**config.mk**
```make
export PLATFORM = sky130hd
export DESIGN_NAME = hilo_muldiv_ctrl_flat
export DESIGN_NICKNAME = d
export VERILOG_FILES = /design/src/rtl/hilo_muldiv_ctrl_if.sv /design/src/rtl/hilo_muldiv_ctrl.sv /design/src/flat_wrapper.sv
export SDC_FILE = /design/constraint.sdc
export NUM_CORES = 2
export LEC_CHECK = 0
export BUFFER_PORTS_ARGS = -buffer_cell sky130_fd_sc_hd__buf_2
export CORE_ASPECT_RATIO = 1.4
export CORE_MARGIN = 5
export CORE_UTILIZATION = 55
export CTS_CLUSTER_SIZE = 25
export DETAILED_ROUTE_END_ITERATION = 7
export PLACE_DENSITY = 0.83
export SLEW_MARGIN = 20
export SYNTH_ARGS = -nofsm -noshare
export SYNTH_HDL_FRONTEND = slang
export SYNTH_SLANG_ARGS = --single-unit
```
**constraint.sdc**
```tcl
create_clock -name clk -period 19.7 [get_ports clk]
set_clock_uncertainty 0.15 [all_clocks]
set_input_delay 0 -clock clk [delete_from_list [all_inputs] [get_ports clk]]
set_output_delay 0 -clock clk [all_outputs]
set_load 0.005 [all_outputs]
```
**src/rtl/hilo_muldiv_ctrl_if.sv**
```systemverilog
// rtl/hilo_muldiv_ctrl_if.sv - execute-stage request and HI/LO status bundle
interface hilo_muldiv_ctrl_if;
  logic        req_valid;
  logic        req_ready;
  logic [2:0]  req_op;
  logic [31:0] req_src1;
  logic [31:0] req_src2;
  logic        flush;
  logic        hilo_busy;
  logic [31:0] hi;
  logic [31:0] lo;

  // Execute stage side: offers operations, watches HI/LO status
  modport master (
    output req_valid,
    output req_op,
    output req_src1,
    output req_src2,
    output flush,
    input  req_ready,
    input  hilo_busy,
    input  hi,
    input  lo
  );

  // HI/LO owner side
  modport slave (
    input  req_valid,
    input  req_op,
    input  req_src1,
    input  req_src2,
    input  flush,
    output req_ready,
    output hilo_busy,
    output hi,
    output lo
  );
endinterface

```
**src/rtl/hilo_muldiv_ctrl.sv**
```systemverilog
// rtl/hilo_muldiv_ctrl.sv - HI/LO register owner with mult/div/mthi/mtlo scheduling
module hilo_muldiv_ctrl #(
  parameter int DIV_ITER = 32
) (
  input logic                 clk,
  input logic                 resetn,
  hilo_muldiv_ctrl_if.slave   bus
);

  typedef enum logic [1:0] {
    S_IDLE = 2'd0,
    S_MUL  = 2'd1,
    S_DIV  = 2'd2
  } state_t;

  localparam logic [2:0] OP_MULT  = 3'd0;
  localparam logic [2:0] OP_MULTU = 3'd1;
  localparam logic [2:0] OP_DIV   = 3'd2;
  localparam logic [2:0] OP_DIVU  = 3'd3;
  localparam logic [2:0] OP_MTHI  = 3'd4;
  localparam logic [2:0] OP_MTLO  = 3'd5;

  state_t      state;
  logic [5:0]  cnt;
  logic [31:0] hi_q;
  logic [31:0] lo_q;
  // opa holds the multiplicand in MUL and the dividend/quotient shift register in DIV
  logic [31:0] opa;
  // opb holds the multiplier in MUL and the divisor magnitude in DIV
  logic [31:0] opb;
  logic [31:0] rem_q;
  logic        mul_signed;
  logic        neg_quot;
  logic        neg_rem;

  logic        accept;
  logic        div_signed;
  logic [31:0] abs_src1;
  logic [31:0] abs_src2;
  logic [63:0] mul_a;
  logic [63:0] mul_b;
  logic [63:0] product;
  logic [32:0] rem_shift;
  logic [32:0] trial_diff;
  logic        take;
  logic [31:0] rem_next;
  logic [31:0] quot_next;
  logic [31:0] quot_final;
  logic [31:0] rem_final;

  assign bus.req_ready = (state == S_IDLE);
  assign bus.hilo_busy = (state == S_MUL) || (state == S_DIV);
  assign bus.hi        = hi_q;
  assign bus.lo        = lo_q;

  // Flush beats accept so a dropped request never writes HI/LO
  assign accept     = bus.req_valid && (state == S_IDLE) && !bus.flush;
  assign div_signed = (bus.req_op == OP_DIV);

  // Magnitudes wrap in 32 bits, so 0x80000000 stays 0x80000000
  assign abs_src1 = (div_signed && bus.req_src1[31]) ? (32'd0 - bus.req_src1) : bus.req_src1;
  assign abs_src2 = (div_signed && bus.req_src2[31]) ? (32'd0 - bus.req_src2) : bus.req_src2;

  // Extending to 64 bits first makes the low 64 product bits correct for both signednesses
  assign mul_a   = mul_signed ? {{32{opa[31]}}, opa} : {32'd0, opa};
  assign mul_b   = mul_signed ? {{32{opb[31]}}, opb} : {32'd0, opb};
  assign product = mul_a * mul_b;

  // One restoring step: bit 32 of the trial difference is the borrow
  assign rem_shift  = {rem_q, opa[31]};
  assign trial_diff = rem_shift - {1'b0, opb};
  assign take       = !trial_diff[32];
  assign rem_next   = take ? trial_diff[31:0] : rem_shift[31:0];
  assign quot_next  = {opa[30:0], take};
  assign quot_final = neg_quot ? (32'd0 - quot_next) : quot_next;
  assign rem_final  = neg_rem ? (32'd0 - rem_next) : rem_next;

  // Control FSM plus HI/LO and operand registers
  always_ff @(posedge clk) begin
    if (!resetn) begin
      state      <= S_IDLE;
      cnt        <= 6'd0;
      hi_q       <= 32'd0;
      lo_q       <= 32'd0;
      opa        <= 32'd0;
      opb        <= 32'd0;
      rem_q      <= 32'd0;
      mul_signed <= 1'b0;
      neg_quot   <= 1'b0;
      neg_rem    <= 1'b0;
    end else begin
      case (state)
        S_IDLE: begin
          if (accept) begin
            case (bus.req_op)
              OP_MTHI: hi_q <= bus.req_src1;
              OP_MTLO: lo_q <= bus.req_src1;
              OP_MULT, OP_MULTU: begin
                opa        <= bus.req_src1;
                opb        <= bus.req_src2;
                mul_signed <= (bus.req_op == OP_MULT);
                state      <= S_MUL;
              end
              OP_DIV, OP_DIVU: begin
                // Divide by zero leaves HI/LO untouched and never goes busy
                if (bus.req_src2 != 32'd0) begin
                  opa      <= abs_src1;
                  opb      <= abs_src2;
                  rem_q    <= 32'd0;
                  neg_quot <= div_signed && (bus.req_src1[31] ^ bus.req_src2[31]);
                  neg_rem  <= div_signed && bus.req_src1[31];
                  cnt      <= 6'(DIV_ITER);
                  state    <= S_DIV;
                end
              end
              default: ;
            endcase
          end
        end
        S_MUL: begin
          if (!bus.flush) begin
            hi_q <= product[63:32];
            lo_q <= product[31:0];
          end
          state <= S_IDLE;
        end
        S_DIV: begin
          if (bus.flush) begin
            cnt   <= 6'd0;
            state <= S_IDLE;
          end else begin
            opa   <= quot_next;
            rem_q <= rem_next;
            cnt   <= cnt - 6'd1;
            if (cnt == 6'd1) begin
              lo_q  <= quot_final;
              hi_q  <= rem_final;
              state <= S_IDLE;
            end
          end
        end
        default: state <= S_IDLE;
      endcase
    end
  end

endmodule

```
**src/flat_wrapper.sv**
```systemverilog
// flat-port wrapper written by rule: the top's interface ports become plain ports
module hilo_muldiv_ctrl_flat 
#(
  parameter int DIV_ITER = 32
)
  (clk, resetn, bus_req_valid, bus_req_op, bus_req_src1, bus_req_src2, bus_flush, bus_req_ready, bus_hilo_busy, bus_hi, bus_lo);
  hilo_muldiv_ctrl_if bus_i ();
  input logic clk;
  input logic resetn;
  input wire logic [$bits(bus_i.req_valid)-1:0] bus_req_valid;
  input wire logic [$bits(bus_i.req_op)-1:0] bus_req_op;
  input wire logic [$bits(bus_i.req_src1)-1:0] bus_req_src1;
  input wire logic [$bits(bus_i.req_src2)-1:0] bus_req_src2;
  input wire logic [$bits(bus_i.flush)-1:0] bus_flush;
  output wire logic [$bits(bus_i.req_ready)-1:0] bus_req_ready;
  output wire logic [$bits(bus_i.hilo_busy)-1:0] bus_hilo_busy;
  output wire logic [$bits(bus_i.hi)-1:0] bus_hi;
  output wire logic [$bits(bus_i.lo)-1:0] bus_lo;
  assign bus_i.req_valid = bus_req_valid;
  assign bus_i.req_op = bus_req_op;
  assign bus_i.req_src1 = bus_req_src1;
  assign bus_i.req_src2 = bus_req_src2;
  assign bus_i.flush = bus_flush;
  assign bus_req_ready = bus_i.req_ready;
  assign bus_hilo_busy = bus_i.hilo_busy;
  assign bus_hi = bus_i.hi;
  assign bus_lo = bus_i.lo;
  hilo_muldiv_ctrl #(.DIV_ITER(DIV_ITER)) u_core (.clk(clk), .resetn(resetn), .bus(bus_i));
endmodule
```
==> impl_metrics.yaml <==
cts:
  postCtsSetupBuffers: 0
  clockBufferDepth: 2
  cts.sinks: 171
  clk_latency_ns: 0.52
  cts_tree: "done"
  cts_root_buf: "clkbuf_16"
  cts_resized: 0
  cts_buffers: 17
  cts_max_level: 4
  cts.clk_slew.worst_paths_ns: 0.09
placement:
  dp_hpwl_um: 153000
  dp_worst_setup_slack_ns: 9.02
  io_buffers: 136
  gp_congestion: 1.04
critical_path:
  reg2reg_setup_slack_ns: 8.24
  end_kind: "register"
  worstPathMaxFanout: 41
  rr_startpoint: "u_core.opb[31]"
  max_stage_delay_ns: 0.86
  timing.rr.end: "u_core.bus.hi[22]"
  crit_required_ns: 20.00
  crit_start: "u_core.opb[31]"
  startpoint_type: "register"
  rr_worst_depth: 32
  arrival_ns: 11.76
  cpMostUsedCell: "fa_1"
  cp_slowest_cell: "mux2i_1"
  critPathKind: "register to register"
yosys:
  ys_seq_area_share_pct: 5.64
  synth_edf_count: 0
  synth.avg_cell_area_um2: 8.80
  synth_cells: 6893
  synthFlopType: "dfxtp_1"
  yosysWarnings: 0
  syn_nets: 8735
  synth.distinct_cells: 97
  async_flop_share_pct: 0
  yosys-top-cells-area: "fa_1, inv_1, ha_1"
  synth-seq-cells: 171
  syn_area_um2: 60700
  synth_area_leader_cell: "fa_1"
  yosysTopAreaCellShare_pct: 46.9
worst_hold_path:
  whs_path_depth: 4
  min_from: "bus_req_src2[0]"
  min_to: "u_core.opb[0]"
  hold_class: "input pin to register"
global_route:
  grt_pass1_vias: 54224
  track_usage_pct: 33.2
  grt_max_degree: 89
  antenna_found_initial: 10
  grt_overflow: 0
  grt_pass1_wl_um: 302000
sta:
  relSlewSlack_pct: 22.0
  tns_ns: 0
  setup_slack_ns: 8.24
  tightest_slew_ns: 1.17
  fmax_mhz: 87.3
  drv_slew: 0
  fin_crit_sh_pct: 58.2
  fin_crit_ns: 11.46
  setup_violations: 0
  hold_viol_final: 0
  rsz0062_at_grt: "false"
cells_and_area:
  nets: 8690
  layout-drive-gt1-share_pct: 4.65
  syn_to_final_growth_pct: 5.49
die:
  start_util_pct: 55.2
  die_h_um: 403
  dieArea_um2: 117000
  boundaryPins: 137
  placementRows: 144
  die_x_um: 291
  core_um2: 110000
detailed_routing:
  dr_total_vias: 49520
  ant_nets: 0
  wirelength_um: 193000
  via_per_inst: 5.94
  drc: 0
  detail_route.first_pass.iterations: 6
  drt-initial-drc-count: 4499
  wl_per_cell_um: 23.2
power_and_ir_drop:
  peakVddDrop_v: 0.0000574
  power.density_nw_per_um2: 33.2
  p_leak_nw: 32.2
run:
  maxCapViolCount: 0
outcome:
  outcome: "completed"
[what timing repair did]
item,4_1_cts,5_1_grt
hold buffers,96,0
endpoints found under the hold margin,128,0
endpoints found under the setup margin,0,0
[layout by cell type, fill, tap and decap left out, drive strengths merged, types with 11 or more instances in the layout]
cell type and instances:
a2111oi 14, a211oi 52, a21o 55, a21oi 256, a221oi 41, a22oi 13, a31oi 22, and2 538
and3 29, buf 223, clkbuf 19, dfxtp 171, dlygate4sd3 96, fa 1420, ha 351, inv 1607
mux2i 32, nand2 696, nand2b 28, nand3 38, nand3b 15, nand4 22, nor2 393, nor3 52
nor4 27, o211ai 11, o21a 16, o21ai 135, o21bai 11, o221ai 11, o31ai 39, o41ai 15
or3 24, xnor2 163, xor2 93
[synthesized netlist by cell type (all sizes together), types with 8 or more instances]
cell and n:
nor3 52, or3 24, nor2b 9, a21o 55
nor3b 9, a211oi 52, a31o 8, nor2 393
a21oi 256, inv 1598, fa 1420, o21bai 11
a31oi 22, dfxtp 171, xor2 93, a221oi 41
or4 9, xnor2 163, o211ai 11, mux2i 32
o31ai 39, and2 538, nand3 38, o21a 16
nand2 696, o21ai 135, a2111oi 14, a311oi 9
nor4 27, nand3b 15, and3 29, a22oi 13
o41ai 15, ha 351, o221ai 11, nand2b 28
or2 9, clkbuf 326, buf 57, nand4 22
[power breakdown]
part | total (mW) | switching, mW | internal [mW]
clock | 0.376 | 0.188 | 0.189
sequential | 0.413 | 0.0387 | 0.374
combinational | 1.33 | 0.908 | 0.427
[per-stage QoR]
stage / total power [mW] / instance area [um^2] / cells / hold WS, ns / util, %
after floorplan: 1.24 / 60700 / 6893 / -0.0544 / -
after global placement: 1.66 / 62400 / 8193 / 0.199 / 56.8
after detailed placement: 1.68 / 62400 / 8193 / 0.205 / 56.8
after CTS: 2.08 / 64000 / 8321 / 0.236 / 58.2
after global routing: 2.24 / 64000 / 8328 / 0.264 / 58.2
final: 2.12 / 64000 / 8331 / 0.257 / 58.2
[layout make-up]
| class | instances | area (um^2) |
|---|---|---|
| Clock inverter | 13 | 165 |
| Fill cell | 9258 | 45900 |
| Multi-Input combinational cell | 4739 | 49800 |
| Antenna cell | 10 | 25.0 |
| Tap cell | 1460 | 1830 |
| Timing Repair Buffer | 319 | 2290 |
| Inverter | 1600 | 6010 |
| Clock buffer | 19 | 453 |
| Sequential cell | 171 | 3430 |
[kinds of logic (layout without fill, tap and decap cells)]
kind of cell / count (synthesis) / in the layout / share of synthesized area, %
and+or+nand+nor: 1913 / 1913 / 15.3
adders and majority gates: 1774 / 1774 / 54.1
muxes: 36 / 36 / 0.608
other: 0 / 10 / 0
buffers and inverters: 1983 / 1951 / 12.3
DFF: 171 / 171 / 5.64
xor gates and xnor gates: 256 / 256 / 3.73
AOI/OAI and AO/OA: 760 / 760 / 8.27
[how the worst max path moves through the flow]
stage	endpoint	cells after the start
2_1_floorplan	u_core.bus.hi[25]	32
3_3_place_gp	u_core.bus.hi[22]	32
3_5_place_dp	u_core.bus.hi[20]	32
4_1_cts	u_core.bus.hi[22]	33
5_1_grt	u_core.bus.hi[22]	33
6_report	u_core.bus.hi[22]	32
[worst max-delay path: cells and delay by family, from the launching register on]
family | cells | cell delay, ns
AO/OA/AOI/OAI | 6 | 1.65
adder cells (fa/ha/maj) | 10 | 4.50
buffers and inverters | 8 | 1.44
flip-flops | 1 | 0.34
multiplexers | 1 | 0.86
AND/OR/NAND/NOR | 7 | 2.35
[routing by layer]
layer	global-route usage, %	wire (um)	part of all wire, %
met5	0	20	0.010
met1	36.7	61200	32
met4	26.4	20100	10
met2	55.5	93600	48
met3	7.15	18300	9.5
[sequential cells by signal (all words and copies together), names as in the netlist]
| register | cells |
|---|---|
| u_core.bus.lo | 32 |
| u_core.cnt | 6 |
| u_core.rem_q | 32 |
| u_core.opa | 32 |
| u_core.mul_signed | 1 |
| u_core.opb | 32 |
| u_core.neg_quot | 1 |
| u_core.state | 2 |
| u_core.neg_rem | 1 |
| u_core.bus.hi | 32 |
Note: power is estimated with default switching activity, not from simulation.
